`config.mk`:
```
export PLATFORM = sky130hd
export DESIGN_NAME = mmio_io_bridge
export DESIGN_NICKNAME = d
export VERILOG_FILES = /design/src/rtl/mmio_pkg.sv /design/src/rtl/sync2.sv /design/src/rtl/mmio_io_bridge.sv
export SDC_FILE = /design/constraint.sdc
export NUM_CORES = 1
export LEC_CHECK = 0
export ABC_AREA = 1
export BUFFER_PORTS_ARGS = -buffer_cell sky130_fd_sc_hd__buf_2
export CORE_ASPECT_RATIO = 0.6
export CORE_UTILIZATION = 48
export DETAILED_ROUTE_END_ITERATION = 16
export PLACE_DENSITY_LB_ADDON = 0.1
export RECOVER_POWER = 100
export SLEW_MARGIN = 15
export SYNTH_ARGS = -nofsm -noshare
export SYNTH_HDL_FRONTEND = slang
export SYNTH_SLANG_ARGS = --single-unit
export TNS_END_PERCENT = 20
```
`constraint.sdc`:
```
create_clock -name i_clock -period 1.7 [get_ports i_clock]
set_clock_uncertainty 0.1 [all_clocks]
set_input_delay 0.255 -clock i_clock [delete_from_list [all_inputs] [get_ports i_clock]]
set_output_delay 0.255 -clock i_clock [all_outputs]
set_load 0.005 [all_outputs]
```
`src/rtl/mmio_pkg.sv`:
```
// mmio_pkg: shared constants for the MMIO bridge register window.
//   - word offsets of each register group inside the 64-word window
//   - window size
//   - params_ok(): range check for the bridge parameters
package mmio_pkg;

   localparam int WIN_WORDS = 64;

   localparam logic [5:0] OFF_OUT   = 6'h00;
   localparam logic [5:0] OFF_PULSE = 6'h10;
   localparam logic [5:0] OFF_IN    = 6'h20;
   localparam logic [5:0] OFF_EVENT = 6'h30;
   localparam logic [5:0] OFF_MASK  = 6'h31;

   function automatic bit params_ok(input logic [11:0] base,
                                    input int n_out,
                                    input int n_in,
                                    input int n_evt,
                                    input int n_pulse,
                                    input int pulse_len);
      return (base[5:0] == 6'd0)
          && (n_out   >= 1) && (n_out   <= 16)
          && (n_in    >= 1) && (n_in    <= 16)
          && (n_evt   >= 1) && (n_evt   <= 32)
          && (n_pulse >= 1) && (n_pulse <= 32)
          && (pulse_len >= 1) && (pulse_len <= 255);
   endfunction

endpackage

```
`src/rtl/sync2.sv`:
```
// sync2: two-flop synchroniser for asynchronous inputs.
// Ports:
//   i_clock   system clock
//   i_reset_n asynchronous active-low reset, clears both stages
//   i_d       asynchronous input bus (WIDTH bits)
//   o_q       synchronised output, two edges behind i_d
module sync2 #(
   parameter int WIDTH = 1
) (
   input  logic             i_clock,
   input  logic             i_reset_n,
   input  logic [WIDTH-1:0] i_d,
   output logic [WIDTH-1:0] o_q
);

   logic [WIDTH-1:0] r_meta;
   logic [WIDTH-1:0] r_sync;

   always_ff @(posedge i_clock or negedge i_reset_n) begin
      if (!i_reset_n) begin
         r_meta <= '0;
         r_sync <= '0;
      end else begin
         r_meta <= i_d;
         r_sync <= r_meta;
      end
   end

   assign o_q = r_sync;

endmodule

```
`src/rtl/mmio_io_bridge.sv`:
```
// mmio_io_bridge: memory-mapped I/O window on the CPU data-memory bus.
// A 64-word window at BASE_ADDR holds output registers, pulse outputs,
// synchronised level inputs and sticky event flags with an interrupt.
// Everything outside the window passes straight through to the data RAM.
// Ports:
//   i_clock, i_reset_n   system clock, asynchronous active-low reset
//   i_bus_we/addr/wdata  CPU store strobe, word address, store data
//   o_bus_rdata          read data to CPU (1-cycle latency, like RAM)
//   o_ram_we             RAM write enable, suppressed inside the window
//   i_ram_rdata          RAM registered read data
//   o_out_data           NUM_OUT 32-bit output registers, packed
//   o_pulse_out          self-clearing pulses, PULSE_LEN cycles wide
//   i_in_data            NUM_IN asynchronous 32-bit level inputs
//   i_evt_in             NUM_EVT asynchronous event inputs
//   o_irq                registered OR of pending & mask
module mmio_io_bridge
   import mmio_pkg::*;
#(
   parameter logic [11:0] BASE_ADDR = 12'hFC0,
   parameter int          NUM_OUT   = 2,
   parameter int          NUM_IN    = 1,
   parameter int          NUM_EVT   = 8,
   parameter int          NUM_PULSE = 4,
   parameter int          PULSE_LEN = 1
) (
   input  logic                   i_clock,
   input  logic                   i_reset_n,
   input  logic                   i_bus_we,
   input  logic [11:0]            i_bus_addr,
   input  logic [31:0]            i_bus_wdata,
   output logic [31:0]            o_bus_rdata,
   output logic                   o_ram_we,
   input  logic [31:0]            i_ram_rdata,
   output logic [32*NUM_OUT-1:0]  o_out_data,
   output logic [NUM_PULSE-1:0]   o_pulse_out,
   input  logic [32*NUM_IN-1:0]   i_in_data,
   input  logic [NUM_EVT-1:0]     i_evt_in,
   output logic                   o_irq
);

   if (!params_ok(BASE_ADDR, NUM_OUT, NUM_IN, NUM_EVT, NUM_PULSE, PULSE_LEN)) begin : g_param_err
      $error("mmio_io_bridge: parameter out of range or BASE_ADDR not 64-aligned");
   end

   localparam logic [7:0] LEN8 = 8'(PULSE_LEN);

   logic                  w_hit;
   logic                  w_wr;
   logic [5:0]            w_off;
   logic [31:0]           r_out [NUM_OUT];
   logic [7:0]            r_pcnt [NUM_PULSE];
   logic [NUM_PULSE-1:0]  w_busy;
   logic [32*NUM_IN-1:0]  w_in_s;
   logic [NUM_EVT-1:0]    w_evt_s;
   logic [NUM_EVT-1:0]    r_evt_prev;
   logic [NUM_EVT-1:0]    w_rise;
   logic [NUM_EVT-1:0]    w_clr;
   logic [NUM_EVT-1:0]    r_pend;
   logic [NUM_EVT-1:0]    r_mask;
   logic                  r_irq;
   logic                  r_rd_hit;
   logic [31:0]           r_rd_data;
   logic [31:0]           w_rd_next;

   assign w_hit    = (i_bus_addr[11:6] == BASE_ADDR[11:6]);
   assign w_off    = i_bus_addr[5:0];
   assign w_wr     = i_bus_we & w_hit;
   assign o_ram_we = i_bus_we & ~w_hit;

   sync2 #(.WIDTH(32*NUM_IN)) u_sync_in (
      .i_clock   (i_clock),
      .i_reset_n (i_reset_n),
      .i_d       (i_in_data),
      .o_q       (w_in_s)
   );

   sync2 #(.WIDTH(NUM_EVT)) u_sync_evt (
      .i_clock   (i_clock),
      .i_reset_n (i_reset_n),
      .i_d       (i_evt_in),
      .o_q       (w_evt_s)
   );

   always_ff @(posedge i_clock or negedge i_reset_n) begin
      if (!i_reset_n) begin
         for (int i = 0; i < NUM_OUT; i++) r_out[i] <= '0;
      end else begin
         for (int i = 0; i < NUM_OUT; i++) begin
            if (w_wr && (w_off == OFF_OUT + 6'(i))) r_out[i] <= i_bus_wdata;
         end
      end
   end

   for (genvar g = 0; g < NUM_OUT; g++) begin : g_out
      assign o_out_data[32*g +: 32] = r_out[g];
   end

   // A write of 1 reloads the counter even when it is already running,
   // so a retrigger extends the pulse to a full PULSE_LEN from that point.
   always_ff @(posedge i_clock or negedge i_reset_n) begin
      if (!i_reset_n) begin
         for (int i = 0; i < NUM_PULSE; i++) r_pcnt[i] <= '0;
      end else begin
         for (int i = 0; i < NUM_PULSE; i++) begin
            if (w_wr && (w_off == OFF_PULSE) && i_bus_wdata[i]) begin
               r_pcnt[i] <= LEN8;
            end else if (r_pcnt[i] != 8'd0) begin
               r_pcnt[i] <= r_pcnt[i] - 8'd1;
            end
         end
      end
   end

   always_comb begin
      w_busy = '0;
      for (int i = 0; i < NUM_PULSE; i++) w_busy[i] = (r_pcnt[i] != 8'd0);
   end

   assign o_pulse_out = w_busy;

   // prev resets to 0, so an input already high at reset release is
   // reported as one event.
   assign w_rise = w_evt_s & ~r_evt_prev;
   assign w_clr  = (w_wr && (w_off == OFF_EVENT)) ? i_bus_wdata[NUM_EVT-1:0] : '0;

   always_ff @(posedge i_clock or negedge i_reset_n) begin
      if (!i_reset_n) begin
         r_evt_prev <= '0;
         r_pend     <= '0;
         r_mask     <= '0;
         r_irq      <= 1'b0;
      end else begin
         r_evt_prev <= w_evt_s;
         // new edge is OR-ed after the clear so a coincident set wins
         r_pend     <= (r_pend & ~w_clr) | w_rise;
         if (w_wr && (w_off == OFF_MASK)) r_mask <= i_bus_wdata[NUM_EVT-1:0];
         r_irq      <= |(r_pend & r_mask);
      end
   end

   assign o_irq = r_irq;

   // Read mux uses pre-edge state, so a read that coincides with a write
   // (including EVENT W1C) returns the old value.
   always_comb begin
      w_rd_next = '0;
      for (int i = 0; i < NUM_OUT; i++) begin
         if (w_off == OFF_OUT + 6'(i)) w_rd_next = r_out[i];
      end
      for (int i = 0; i < NUM_IN; i++) begin
         if (w_off == OFF_IN + 6'(i)) w_rd_next = w_in_s[32*i +: 32];
      end
      if (w_off == OFF_PULSE) w_rd_next[NUM_PULSE-1:0] = w_busy;
      if (w_off == OFF_EVENT) w_rd_next[NUM_EVT-1:0]   = r_pend;
      if (w_off == OFF_MASK)  w_rd_next[NUM_EVT-1:0]   = r_mask;
   end

   always_ff @(posedge i_clock or negedge i_reset_n) begin
      if (!i_reset_n) begin
         r_rd_hit  <= 1'b0;
         r_rd_data <= '0;
      end else begin
         r_rd_hit  <= w_hit;
         r_rd_data <= w_rd_next;
      end
   end

   assign o_bus_rdata = r_rd_hit ? r_rd_data : i_ram_rdata;

endmodule

```
Yosys cells after proc, flatten, opt, wreduce, memory -nomap -nowiden:

Index checks and enable logic that the tools add are counted.

* bits in registers: 234
* output and inout port bits: 102

* add/sub/neg operators: 4
* eq/ne operators: 6
* mux-type cells: 16
* bitwise operators: 9
* reduce and logical (&&, ||, !) cells: 19

Operators by type and width (number)
* 32-bit two-way mux: 4
* 8-bit two-way mux: 11
* 8-bit nonzero test: 4
* 8-bit by 1-bit subtractor with 8-bit output, second input constant: 4
* 8-bit AND: 3
* 6-bit equality test, second input constant: 4
* 8-bit NOT: 2
* 1-bit logical AND: 9
* 8-bit OR: 1
* 2-bit nonzero test: 4
* 8-bit OR reduction: 1
* 6-bit by 1-bit equality test with 1-bit output, second input constant: 1
* 6-bit by 5-bit equality test with 1-bit output, second input constant: 1
* 6-bit logical NOT: 1
* 4-bit two-way mux: 1
* 1-bit AND: 2
* 1-bit NOT: 1

Depth between registers and ports, before layout:

* word-level depth: 7
* depth in mapped cells: 9
* depth with buffers taken out: 9

Modules after synthesis:

From an unflattened synthesis, not the netlist that was laid out.

* cells, all modules: 948
* area, all modules: 9459.1 sq um

By module, submodules not included
* mmio_io_bridge: instances 1, cells an instance 868, area an instance 7457.2 sq um
* sync2 (u_sync_in): instances 1, cells an instance 64, area an instance 1601.5 sq um
* sync2 (u_sync_evt): instances 1, cells an instance 16, area an instance 400.4 sq um

Worst setup path after synthesis:

Ideal clock, no wire load.

* kind: flip-flop to flip-flop
* start: register r_pcnt[24] (netlist name)
* end: register r_pcnt[26] (netlist name)
* library setup time: 0.117 ns
* data arrival time: 1.437 ns
* slack: 0.046 ns
* cell stages (with the launch flop): 10
* buffers on the path: 0
* period minus slack after synthesis: 1.654 ns
* path through: dfrtp_1 > inv_1 > ha_1 > nand3_1 > nor2_1 > clkinv_1 > nand2_1 > nand2_1 > nand2_1 > nor2_1

* elaborated cells on any way between the ends: 5
* classes of those cells: add/sub (1); mux (2); reduce/logical (2)

RTL lines
* from (decl): line mmio_io_bridge.sv:51 `logic [7:0] r_pcnt [NUM_PULSE];`
* from (signal, indexed assignment): line mmio_io_bridge.sv:108 `r_pcnt[i] <= r_pcnt[i] - 8'd1;`
* 8-bit nonzero test
* named net o_pulse_out[0]: line mmio_io_bridge.sv:35 `output logic [NUM_PULSE-1:0] o_pulse_out,`
* 2-bit nonzero test (no line)

The timed path passes the listed nets, and every way through them passes these cells. The select of a mux whose other input is x is not followed.
A chain may end at the register's enable or synchronous reset.

Final worst setup path:

* start: register r_rd_hit
* end: output o_bus_rdata[29]

* word-level cells in the longest chain between the ends: 1

Ends and longest elaborated chain
* from (decl): line mmio_io_bridge.sv:61 `logic r_rd_hit;`
* from (signal assigned): line mmio_io_bridge.sv:163 `r_rd_hit <= w_hit;`
* 32-bit two-way mux: line mmio_io_bridge.sv:168 `assign o_bus_rdata = r_rd_hit ? r_rd_data : i_ram_rdata;`
* to (decl): line mmio_io_bridge.sv:31 `output logic [31:0] o_bus_rdata,`

Every way passes these cells.

==> out/results.ini <==
[route]
drc_errors = 0
wl_per_cell_um = 15.99
dr.pass1.iters = 5
routed_via_density = 4.906
postRouteAntennaNets = 0
vias = 7472
drt_iter0_drc = 429
routed_wl_mm = 24.36

[floorplan]
die_area_um2 = 19720
die_y_um = 109.2
rows = 38
die_w_um = 180.6
core-area_um2 = 18400
start_util_pct = 49.94
ioPinCount = 221

[worst_setup_path]
worst_ep_arrival_time_ns = 1.61
critPathMaxFanout = 15
end_kind = output pin
r2r_end = r_pcnt[26]
reg2reg_slack_ns = 0.06
crit_buf_inv = 2
reg2reg_from = r_pcnt[24]
slowest_delay_ns = 0.42
path_class = register to output pin
reg2reg_depth = 10
cpMaxStageDelayCell = dfrtp_2
crit_chain = buf_12 > mux2_2 > buf_2
startpoint_type = register
critical-path-top-delay-family = flip-flops
crit_required_ns = 1.34

[cts]
clock_path_buffers = 3
clockRootBuffer = clkbuf_16
clkLatencyLatePin_ns = 0.50
cts_made_buffers = 21
cts_tree = yes
cts.reportedPaths.clkPinSlew_ns = 0.07
h-tree-depth = 1
cts_sinks = 234

[flow_run]
cap_violations = 0

[place]
place_inst = 1385
placed_area_um2 = 10990
io_buffers = 220
dp_hpwl_mm = 16.47
place_congestion = 0.8341

[min_path]
min_from = i_bus_addr[2]
min_delay_path_depth = 6
hold_end = r_rd_data[0]
hold_path.class = primary input to register

[finish]
multi_input_area_um2 = 2823
nets = 1393
regArea_um2 = 5857
finish.utilization_pct = 68.46
fin_area_um2 = 12600
drive_gt1_share_pct = 25.57
n_fill_cell = 1451
diodes = 0
finalNonFillerCells = 1523
syn2layout_area_growth_pct = 37.09

[power]
cellLeakagePower_uw = 0.006399
vdd_drop_max_uv = 738.6
p_per_area_nw_per_um2 = 1117
power.total_uw = 14070

[global_routing]
grt_pass1_wl_mm = 38.58
grt_pass1_vias = 7499
overflow = 0
grt_use_total_pct = 25.14
antenna_found_initial = 0
grt_max_degree = 58

[timing]
tightestPinTransition_ns = 0.8115
hold_viol_final = 0
rsz0062_at_grt = yes
period_minus_slack_ns = 1.965
relSlewSlack_pct = 45.90
period_share_pct = 115.6
final_max_slew_viol_count = 0
timing.fmax_mhz = 508.9
finalSetupTns_ns = -7.820
setup_viol = 36
fin_ws_ns = -0.2652

[synthesis]
syn-cell-area_um2 = 9189
synth.area.top_cells = dfrtp_1 64%, nand2_1 8.7%, inv_1 5.1%
post-synth-top-area-fraction_pct = 63.73
synth_cells = 905
syn_nets = 1030
synth_area_leader_cell = dfrtp_1
yosysWarnings = 0
seq_area_frac_synth_pct = 63.73
yosys_register_bits = 234
synth_cell_types = 30
synth.avg_cell_area_um2 = 10.15

[status]
status = finished, violations left
violations = setup timing

[worst min-delay path, cell delays in order]
cell and delay [ns]:
buf_2 0.10, nor2_4 0.05, nand4_1 0.06, nand2_1 0.07, nor2_1 0.10, nand4_1 0.08
[cells in the mapped netlist]
cell,count
a21oi_1,11
a221oi_1,2
and2_1,1
buf_2,14
buf_4,1
buf_6,3
clkbuf_1,8
clkinv_1,2
dfrtp_1,234
ha_1,6
inv_1,125
inv_2,3
mux2_2,32
nand2_1,214
nand3_1,38
nand3_2,3
nand3b_1,1
nand3b_2,1
nand4_1,18
nor2_1,57
nor2_2,5
nor2_4,3
nor3_1,2
o21a_1,1
o21ai_0,70
o21ai_1,13
o21bai_1,1
o221ai_1,24
xnor2_1,4
xor2_1,8
[timing repair]
item | CTS | global route
hold endpoints to repair | 282 | 0
hold buffers | 74 | 0
resized for setup | 42 | 37
pin swaps | 15 | 5
setup endpoints to repair | 36 | 36
cloned | 0 | 0
buffers inserted | 23 | 3
[layout make-up]
type / instances / area share, %
flip-flops and latches: 234 / 46.49
multi-input cells: 515 / 22.41
repair buffers: 366 / 19.38
clock buffers: 28 / 4.539
inverters: 130 / 3.894
well taps: 240 / 2.384
clock inverters: 10 / 0.9039
[metrics by stage]
step	hold WS, ns	setup WS [ns]
after floorplan	-0.1406	0.04576
after global routing	0.1850	-0.3062
after global placement	0.1238	0.05672
after detailed placement	0.1216	0.01927
after CTS	0.1538	-0.2530
final	0.1632	-0.2652
[registers in the layout (all words and copies together), names as in the netlist]
signal	cells
r_pend	8
u_sync_evt.r_meta	8
o_out_data	64
o_irq	1
r_pcnt	32
u_sync_in.o_q	32
r_evt_prev	8
r_mask	8
r_rd_data	32
u_sync_evt.o_q	8
u_sync_in.r_meta	32
r_rd_hit	1
[kinds of logic (layout without fill, tap and decap cells)]
group                    after synthesis  in the layout  synth area share [%]
AND/OR/NAND/NOR                      343            343                 15.78
multiplexers                          32             32                 3.922
flip-flops                           234            234                 63.73
XOR/XNOR                              12             12                 1.144
buffers and inverters                156            534                 6.849
adder cells (fa/ha/maj)                6              6                0.8170
AO/OA/AOI/OAI                        122            122                 7.762
[worst max-delay path by stage]
| stage | cells after the start | slack (ns) | startpoint | endpoint |
|---|---|---|---|---|
| CTS | 3 | -0.25 | r_rd_hit | o_bus_rdata[11] |
| finish | 3 | -0.27 | r_rd_hit | o_bus_rdata[29] |
| global route | 3 | -0.31 | r_rd_hit | o_bus_rdata[29] |
| global placement | 7 | 0.06 | i_bus_addr[0] | r_pcnt[11] |
| detailed placement | 10 | 0.02 | r_pcnt[24] | r_pcnt[26] |
| floorplan | 9 | 0.05 | r_pcnt[24] | r_pcnt[26] |
[routing by layer]
metal	track usage [%]	routed length [µm]	vias up	part of all wire [%]
met5	0	0	-	0
met4	4.701	326	0	1.3
met3	5.678	1713	30	7.0
met2	39.74	10800	264	44
met1	36.02	11520	3554	47
li1	-	-	3624	-
[layout by cell type, fill, tap and decap left out, types with 7 or more instances in the layout]
master	count
a21oi_1	11
dlygate4sd3_1	74
inv_1	122
nand4_1	18
clkbuf_16	21
o21ai_0	70
nand2_1	212
buf_6	18
inv_2	7
mux2_2	18
nand3_1	37
clkbuf_4	11
o21ai_1	13
nor2_2	7
xor2_1	8
dfrtp_1	233
buf_4	35
mux2_4	14
buf_2	155
nor2_1	51
o221ai_1	24
nor2_4	7
clkbuf_2	8
clkbuf_1	64
[where the power goes]
group	total (µW)	internal, µW	switching [µW]
clock network	4750	2690	2060
registers	6440	6100	345
logic	2870	1340	1530
Power figures use the tool's default switching activity.
